===== config.mk =====
export PLATFORM = sky130hd
export DESIGN_NAME = imem_loader
export DESIGN_NICKNAME = d
export VERILOG_FILES = /design/src/rtl/upower_pkg.sv /design/src/rtl/word_packer.sv /design/src/rtl/imem_loader.sv
export SDC_FILE = /design/constraint.sdc
export NUM_CORES = 1
export LEC_CHECK = 0
export CORE_ASPECT_RATIO = 1.2
export CORE_MARGIN = 2
export CORE_UTILIZATION = 33
export CTS_CLUSTER_DIAMETER = 50
export DETAILED_ROUTE_END_ITERATION = 8
export PLACE_DENSITY = 0.66
export SLEW_MARGIN = 20
export SYNTH_ARGS = -nofsm -noshare
export SYNTH_HDL_FRONTEND = slang
export SYNTH_HIERARCHICAL = 1
export SYNTH_SLANG_ARGS = --single-unit

===== constraint.sdc =====
create_clock -name clk -period 2.3 [get_ports clk]
set_input_delay 0.345 -clock clk [delete_from_list [all_inputs] [get_ports clk]]
set_output_delay 0.345 -clock clk [all_outputs]
set_load 0.05 [all_outputs]

===== src/rtl/upower_pkg.sv =====
// Shared definitions for the instruction-memory loader and the instruction decoder.
//   - Primary-opcode constants (instruction bits 31:26).
//   - Loader FSM state encoding.
//   - is_supported_op(): true when a primary opcode is one the core implements.
package upower_pkg;

  localparam logic [5:0] OP_XO        = 6'b011111;
  localparam logic [5:0] OP_IMM_DS_LD = 6'b111010;
  localparam logic [5:0] OP_DS_ST     = 6'b111110;
  localparam logic [5:0] OP_BC        = 6'b010011;

  typedef enum logic [2:0] {
    StIdle,
    StLenHi,
    StLenLo,
    StData,
    StWrite
  } loader_state_e;

  function automatic logic is_supported_op(input logic [5:0] op);
    return (op == OP_XO) || (op == OP_IMM_DS_LD) || (op == OP_DS_ST) || (op == OP_BC);
  endfunction

endpackage


===== src/rtl/word_packer.sv =====
// Assembles a 32-bit word from four bytes, first byte landing in bits 31:24.
// Ports:
//   clk_i    - clock
//   rst_ni   - asynchronous active-low reset (clears word and byte count)
//   clear_i  - synchronous clear, discards any partial word
//   shift_i  - accept byte_i this cycle
//   byte_i   - incoming byte
//   word_o   - current shift-register contents
//   last_o   - high when the accepted byte completes a word
module word_packer
  import upower_pkg::*;
(
  input  logic        clk_i,
  input  logic        rst_ni,
  input  logic        clear_i,
  input  logic        shift_i,
  input  logic [7:0]  byte_i,
  output logic [31:0] word_o,
  output logic        last_o
);

  logic [31:0] word_q, word_d;
  logic [1:0]  cnt_q, cnt_d;

  always_comb begin
    word_d = word_q;
    cnt_d  = cnt_q;
    if (clear_i) begin
      word_d = '0;
      cnt_d  = '0;
    end else if (shift_i) begin
      word_d = {word_q[23:0], byte_i};
      cnt_d  = cnt_q + 2'd1;  // wraps to 0 after the 4th byte
    end
  end

  always_ff @(posedge clk_i or negedge rst_ni) begin
    if (!rst_ni) begin
      word_q <= '0;
      cnt_q  <= '0;
    end else begin
      word_q <= word_d;
      cnt_q  <= cnt_d;
    end
  end

  assign word_o = word_q;
  assign last_o = shift_i && (cnt_q == 2'd3);

endmodule


===== src/rtl/imem_loader.sv =====
// Instruction-memory loader: receives a big-endian byte stream (16-bit word count,
// then 4 bytes per word) and writes the assembled words to consecutive addresses.
// Ports:
//   clk, reset (async, active-low)
//   start                         - begins a load when idle
//   in_valid/in_byte/in_ready     - host byte stream handshake
//   imem_we/imem_addr/imem_wdata  - instruction-memory write port
//   busy, done, words_written     - load status
//   illegal_op                    - sticky unsupported-opcode flag
// Build option: IMEM_LOADER_OPCODE_CHECK_EN enables the primary-opcode check;
// without it illegal_op is tied low.
module imem_loader
  import upower_pkg::*;
#(
  parameter int unsigned ADDR_W    = 8,
  parameter int unsigned BASE_ADDR = 0
) (
  input  logic              clk,
  input  logic              reset,
  input  logic              start,
  input  logic              in_valid,
  input  logic [7:0]        in_byte,
  output logic              in_ready,
  output logic              imem_we,
  output logic [ADDR_W-1:0] imem_addr,
  output logic [31:0]       imem_wdata,
  output logic              busy,
  output logic              done,
  output logic [ADDR_W:0]   words_written,
  output logic              illegal_op
);

  localparam int unsigned LenW = ADDR_W + 1;
  localparam logic [ADDR_W-1:0] BaseAddr = ADDR_W'(BASE_ADDR);

  loader_state_e     state_q, state_d;
  logic [7:0]        len_hi_q, len_hi_d;
  logic [LenW-1:0]   len_q, len_d;
  logic [ADDR_W-1:0] addr_q, addr_d;
  logic [LenW-1:0]   words_q, words_d;
  logic              done_q, done_d;
  logic              load_start;
  logic              pk_shift;
  logic              pk_last;
  logic [31:0]       pk_word;

  assign pk_shift = in_valid && (state_q == StData);

  word_packer u_word_packer (
    .clk_i   (clk),
    .rst_ni  (reset),
    .clear_i (load_start),
    .shift_i (pk_shift),
    .byte_i  (in_byte),
    .word_o  (pk_word),
    .last_o  (pk_last)
  );

  always_comb begin
    state_d    = state_q;
    len_hi_d   = len_hi_q;
    len_d      = len_q;
    addr_d     = addr_q;
    words_d    = words_q;
    done_d     = 1'b0;
    in_ready   = 1'b0;
    imem_we    = 1'b0;
    load_start = 1'b0;
    unique case (state_q)
      StIdle: begin
        if (start) begin
          load_start = 1'b1;
          words_d    = '0;
          addr_d     = BaseAddr;
          state_d    = StLenHi;
        end
      end
      StLenHi: begin
        in_ready = 1'b1;
        if (in_valid) begin
          len_hi_d = in_byte;
          state_d  = StLenLo;
        end
      end
      StLenLo: begin
        in_ready = 1'b1;
        if (in_valid) begin
          // Count is truncated to the width of words_written.
          len_d = LenW'({len_hi_q, in_byte});
          if (len_d == '0) begin
            done_d  = 1'b1;
            state_d = StIdle;
          end else begin
            state_d = StData;
          end
        end
      end
      StData: begin
        in_ready = 1'b1;
        if (pk_last) state_d = StWrite;
      end
      StWrite: begin
        imem_we = 1'b1;
        words_d = words_q + LenW'(1);
        addr_d  = addr_q + ADDR_W'(1);
        if (words_d == len_q) begin
          done_d  = 1'b1;
          state_d = StIdle;
        end else begin
          state_d = StData;
        end
      end
      default: state_d = StIdle;
    endcase
  end

  always_ff @(posedge clk or negedge reset) begin
    if (!reset) begin
      state_q  <= StIdle;
      len_hi_q <= '0;
      len_q    <= '0;
      addr_q   <= BaseAddr;
      words_q  <= '0;
      done_q   <= 1'b0;
    end else begin
      state_q  <= state_d;
      len_hi_q <= len_hi_d;
      len_q    <= len_d;
      addr_q   <= addr_d;
      words_q  <= words_d;
      done_q   <= done_d;
    end
  end

`ifdef IMEM_LOADER_OPCODE_CHECK_EN
  logic illegal_q, illegal_d;

  always_comb begin
    illegal_d = illegal_q;
    if (load_start) begin
      illegal_d = 1'b0;
    end else if (imem_we && !is_supported_op(pk_word[31:26])) begin
      illegal_d = 1'b1;
    end
  end

  always_ff @(posedge clk or negedge reset) begin
    if (!reset) illegal_q <= 1'b0;
    else        illegal_q <= illegal_d;
  end

  assign illegal_op = illegal_q;
`else
  assign illegal_op = 1'b0;
`endif

  assign imem_addr     = addr_q;
  assign imem_wdata    = pk_word;
  assign busy          = (state_q != StIdle);
  assign done          = done_q;
  assign words_written = words_q;

endmodule


==> implementation parameters <==
Parameter                              Value

Global routing
  Number of antenna violations at the first check in global routing    0
  Via count of the first global-routing pass    2288
  GRT met1 Usage    roughly 18%
  Met3 track demand over resource in global routing    around 6.3%
  Top Usage Layer GRT    met2
  Global-route congestion overflow total    0
  GR Layer Usage met2    a little over a fifth
  Pin count of the biggest net entering global routing    66
  All-layer global routing usage    around 14%
  Wire length of the first global-routing pass    around 11 mm

Die
  Initial cell density of the core    between 30 and 40%
  Die ar.    0.01018 mm2
  Die Y    approximately 110 um
  Site row count    38
  Number of top-level pins    between 60 and 70
  Placeable Area    ~0.0091 mm2
  Die X    roughly 90 um

Yosys
  Library cells used by synthesis    40
  Post-Synthesis Net Count    303
  Synthesis warning total    6
  Post-Syn Area    0.003098 mm2
  Post-synth top area cell    sky130_fd_sc_hd__dfrtp_1
  Async set-or-reset flop fraction in the synthesized netlist    100.0%
  Top_reg_cell synth    sky130_fd_sc_hd__dfrtp_1
  Most numerous cell in the Yosys netlist    sky130_fd_sc_hd__dfrtp_1
  Area contributors post-synth    sky130_fd_sc_hd__dfrtp_1, sky130_fd_sc_hd__mux2i_1, sky130_fd_sc_hd__nor2_1, sky130_fd_sc_hd__o21ai_0, sky130_fd_sc_hd__mux2_2
  Post-synthesis sequential area ratio    a little over half
  Commonest cells in the netlist    sky130_fd_sc_hd__dfrtp_1, sky130_fd_sc_hd__nor2_1, sky130_fd_sc_hd__mux2i_1, sky130_fd_sc_hd__o21ai_0, sky130_fd_sc_hd__nand2_1
  EDFF count, synth    0
  Synth top area share    52.50%
  Synthesized flop and latch total    between 60 and 70
  Synth Instances    ~290
  Avg Inst Size Synth    ~11 um2

Power and ir drop
  Worst VDD drop    0.9930 mV
  Leakage power    1.788 nW
  Total power    about 5.4 mW
  Power density cells    between 1000 and 1500 mW/mm2

STA
  Worst Tran Pin Value    around 0.54 ns
  Hold slack    -0.02352 ns
  Final-layout setup total negative slack    0 ns
  Smallest setup slack after layout    between 0.1 and 0.15 ns
  Max-slew headroom at the worst pin    63.81%
  Setup skew after layout    ~0.0077 ns
  Hold Vio Cnt, Final    11
  Setup violators final    0
  Highest clock frequency the design can meet    between 400 and 500 MHz
  Max-slew violations    0
  Share of the cycle needed by the critical path after routing    93.93%
  Final period demand of the worst path    approximately 2.2 ns
  RSZ-0062 raised after global routing    no

Clock network
  Later-pin clock latency in the skew report    0.35 ns
  Hold buffers post-CTS    0
  PostCTS Resize Cnt    0
  Number of buffers created by CTS    9
  H-tree depth    3
  # clock sinks    65
  TritonCTS clock tree    yes
  Number of buffers added for setup after CTS    0
  Clock Tree Buf Depth    2
  Worst-path clk slew    roughly 0.08 ns
  Buffer cell driving the clock tree root    sky130_fd_sc_hd__clkbuf_8

Outcome
  Status    complete, but fails checks
  Failing checks    hold timing

Place
  Place WS    roughly 0.22 ns
  Number of cells in the design after placement    ~460
  Post-placement cell area    0.003847 mm2
  Final weighted congestion in routability-driven placement    0.8318
  Number of buffer cells added on primary ports    64
  Final HPWL from detailed placement    approximately 4.6 mm

Run
  Max cap viols    0

Critical path
  Type of element capturing the critical path    output pin
  Startpoint-to-endpoint class of the critical path    reg2out
  Startpoint kind of the worst setup timing path    flip-flop
  Worst EP arrival    approximately 1.8 ns
  Highest fanout seen on the critical path    8
  Data required time of the worst path    between 1.5 and 2 ns

Routing
  Total vias in the final route    2330
  Routed length per placed instance    between 10 and 15 um
  Number of routed nets with antenna violations    0
  Post-Route WL    ~6.8 mm
  Mean number of vias per cell    4.864
  Count of unresolved DRC violations after routing    0
  Violation count after the first detailed-routing iteration    between 80 and 90
  Detailed Routing Iterations Pass 1    4

Layout
  Number of nets in the finished design    approximately 370
  Finished Layout Cells    around 480
  Number of antenna diodes    0
  Final Core Density    between 40% and 50%
  Ratio of cells with drive above 1 in the final layout    around an eighth
  Layout area overhead    33.56%
  Finished Cell Area    0.004138 mm2

Min path
  Worst hold-check path type    in2async
-- placed cells by master (no fill, tap or decap), types with 2 or more instances in the layout --
cell type / instances
sky130_fd_sc_hd__bufinv_16: 5
sky130_fd_sc_hd__nand2_1: 19
sky130_fd_sc_hd__nor2_1: 46
sky130_fd_sc_hd__a22o_1: 2
sky130_fd_sc_hd__a31oi_1: 6
sky130_fd_sc_hd__clkbuf_8: 9
sky130_fd_sc_hd__nor3b_1: 2
sky130_fd_sc_hd__o21ai_0: 27
sky130_fd_sc_hd__nor3_1: 4
sky130_fd_sc_hd__ha_1: 3
sky130_fd_sc_hd__buf_4: 6
sky130_fd_sc_hd__mux2_2: 9
sky130_fd_sc_hd__and3_4: 3
sky130_fd_sc_hd__xor2_1: 3
sky130_fd_sc_hd__xnor2_1: 9
sky130_fd_sc_hd__clkdlybuf4s50_1: 61
sky130_fd_sc_hd__buf_12: 3
sky130_fd_sc_hd__a21oi_1: 3
sky130_fd_sc_hd__dfrtp_2: 2
sky130_fd_sc_hd__and3_1: 2
sky130_fd_sc_hd__nand3_1: 8
sky130_fd_sc_hd__mux2i_1: 35
sky130_fd_sc_hd__inv_1: 6
sky130_fd_sc_hd__dfrtp_1: 63
sky130_fd_sc_hd__nand4_1: 3
-- worst max-delay path: stages (launching register included) --
cell,delay [ns]
sky130_fd_sc_hd__dfrtp_1,0.47
sky130_fd_sc_hd__inv_1,0.13
sky130_fd_sc_hd__nand2_1,0.08
sky130_fd_sc_hd__clkdlybuf4s50_1,0.79
-- logic make-up after synthesis --
family	synth area share, %
AND/OR/NAND/NOR	13.45
flip-flops	52.50
AO/OA/AOI/OAI	9.168
multiplexers	15.06
buffers and inverters	5.089
XOR/XNOR	3.393
adder cells (fa/ha/maj)	1.212
other	0.1210
-- path summary, 6_finish.rpt --
path                                  start                        to  slack [ns]  depth (start not counted)
setup / recovery                 state_q[2]                      busy        0.14                          3
hold / removal                        reset  u_word_packer/word_o[26]       -0.02                          2
setup reg to reg           words_written[0]                      done        0.21                          7
hold reg to reg                imem_addr[4]              imem_addr[4]        0.51                          1
max in group asynchronous             reset              imem_addr[4]        2.00                          2
min in group clk               imem_addr[4]              imem_addr[4]        0.51                          1
-- final cells by class --
type / instances / area (um2)
fillers: 852 / 4943
flip-flops and latches: 65 / 1629
multi-input cells: 200 / 1321
repair buffers: 71 / 720.7
clock inverters: 7 / 166.4
well taps: 120 / 150.1
clock buffers: 9 / 123.9
inverters: 7 / 26.28
-- registers in the layout, indices dropped and copies added, names as in the netlist --
register and flops:
done 1, imem_addr 8, len_hi_q 1, len_q 9, state_q 3, u_word_packer/cnt_q 2
u_word_packer/word_o 32, words_written 9
-- per-layer routing --
metal  wire length, um  vias to the layer above
li1                  -                     1132
met1              3113                     1134
met2              3054                       56
met3               502                        8
met4               102                        0
met5                 0                        -
-- where the power goes --
part / total (mW) / internal [mW] / switching [mW]
clock: 1.40 / 0.941 / 0.463
sequential: 1.76 / 1.47 / 0.287
combinational: 2.26 / 0.855 / 1.41
(Power assumes the default switching activity.)
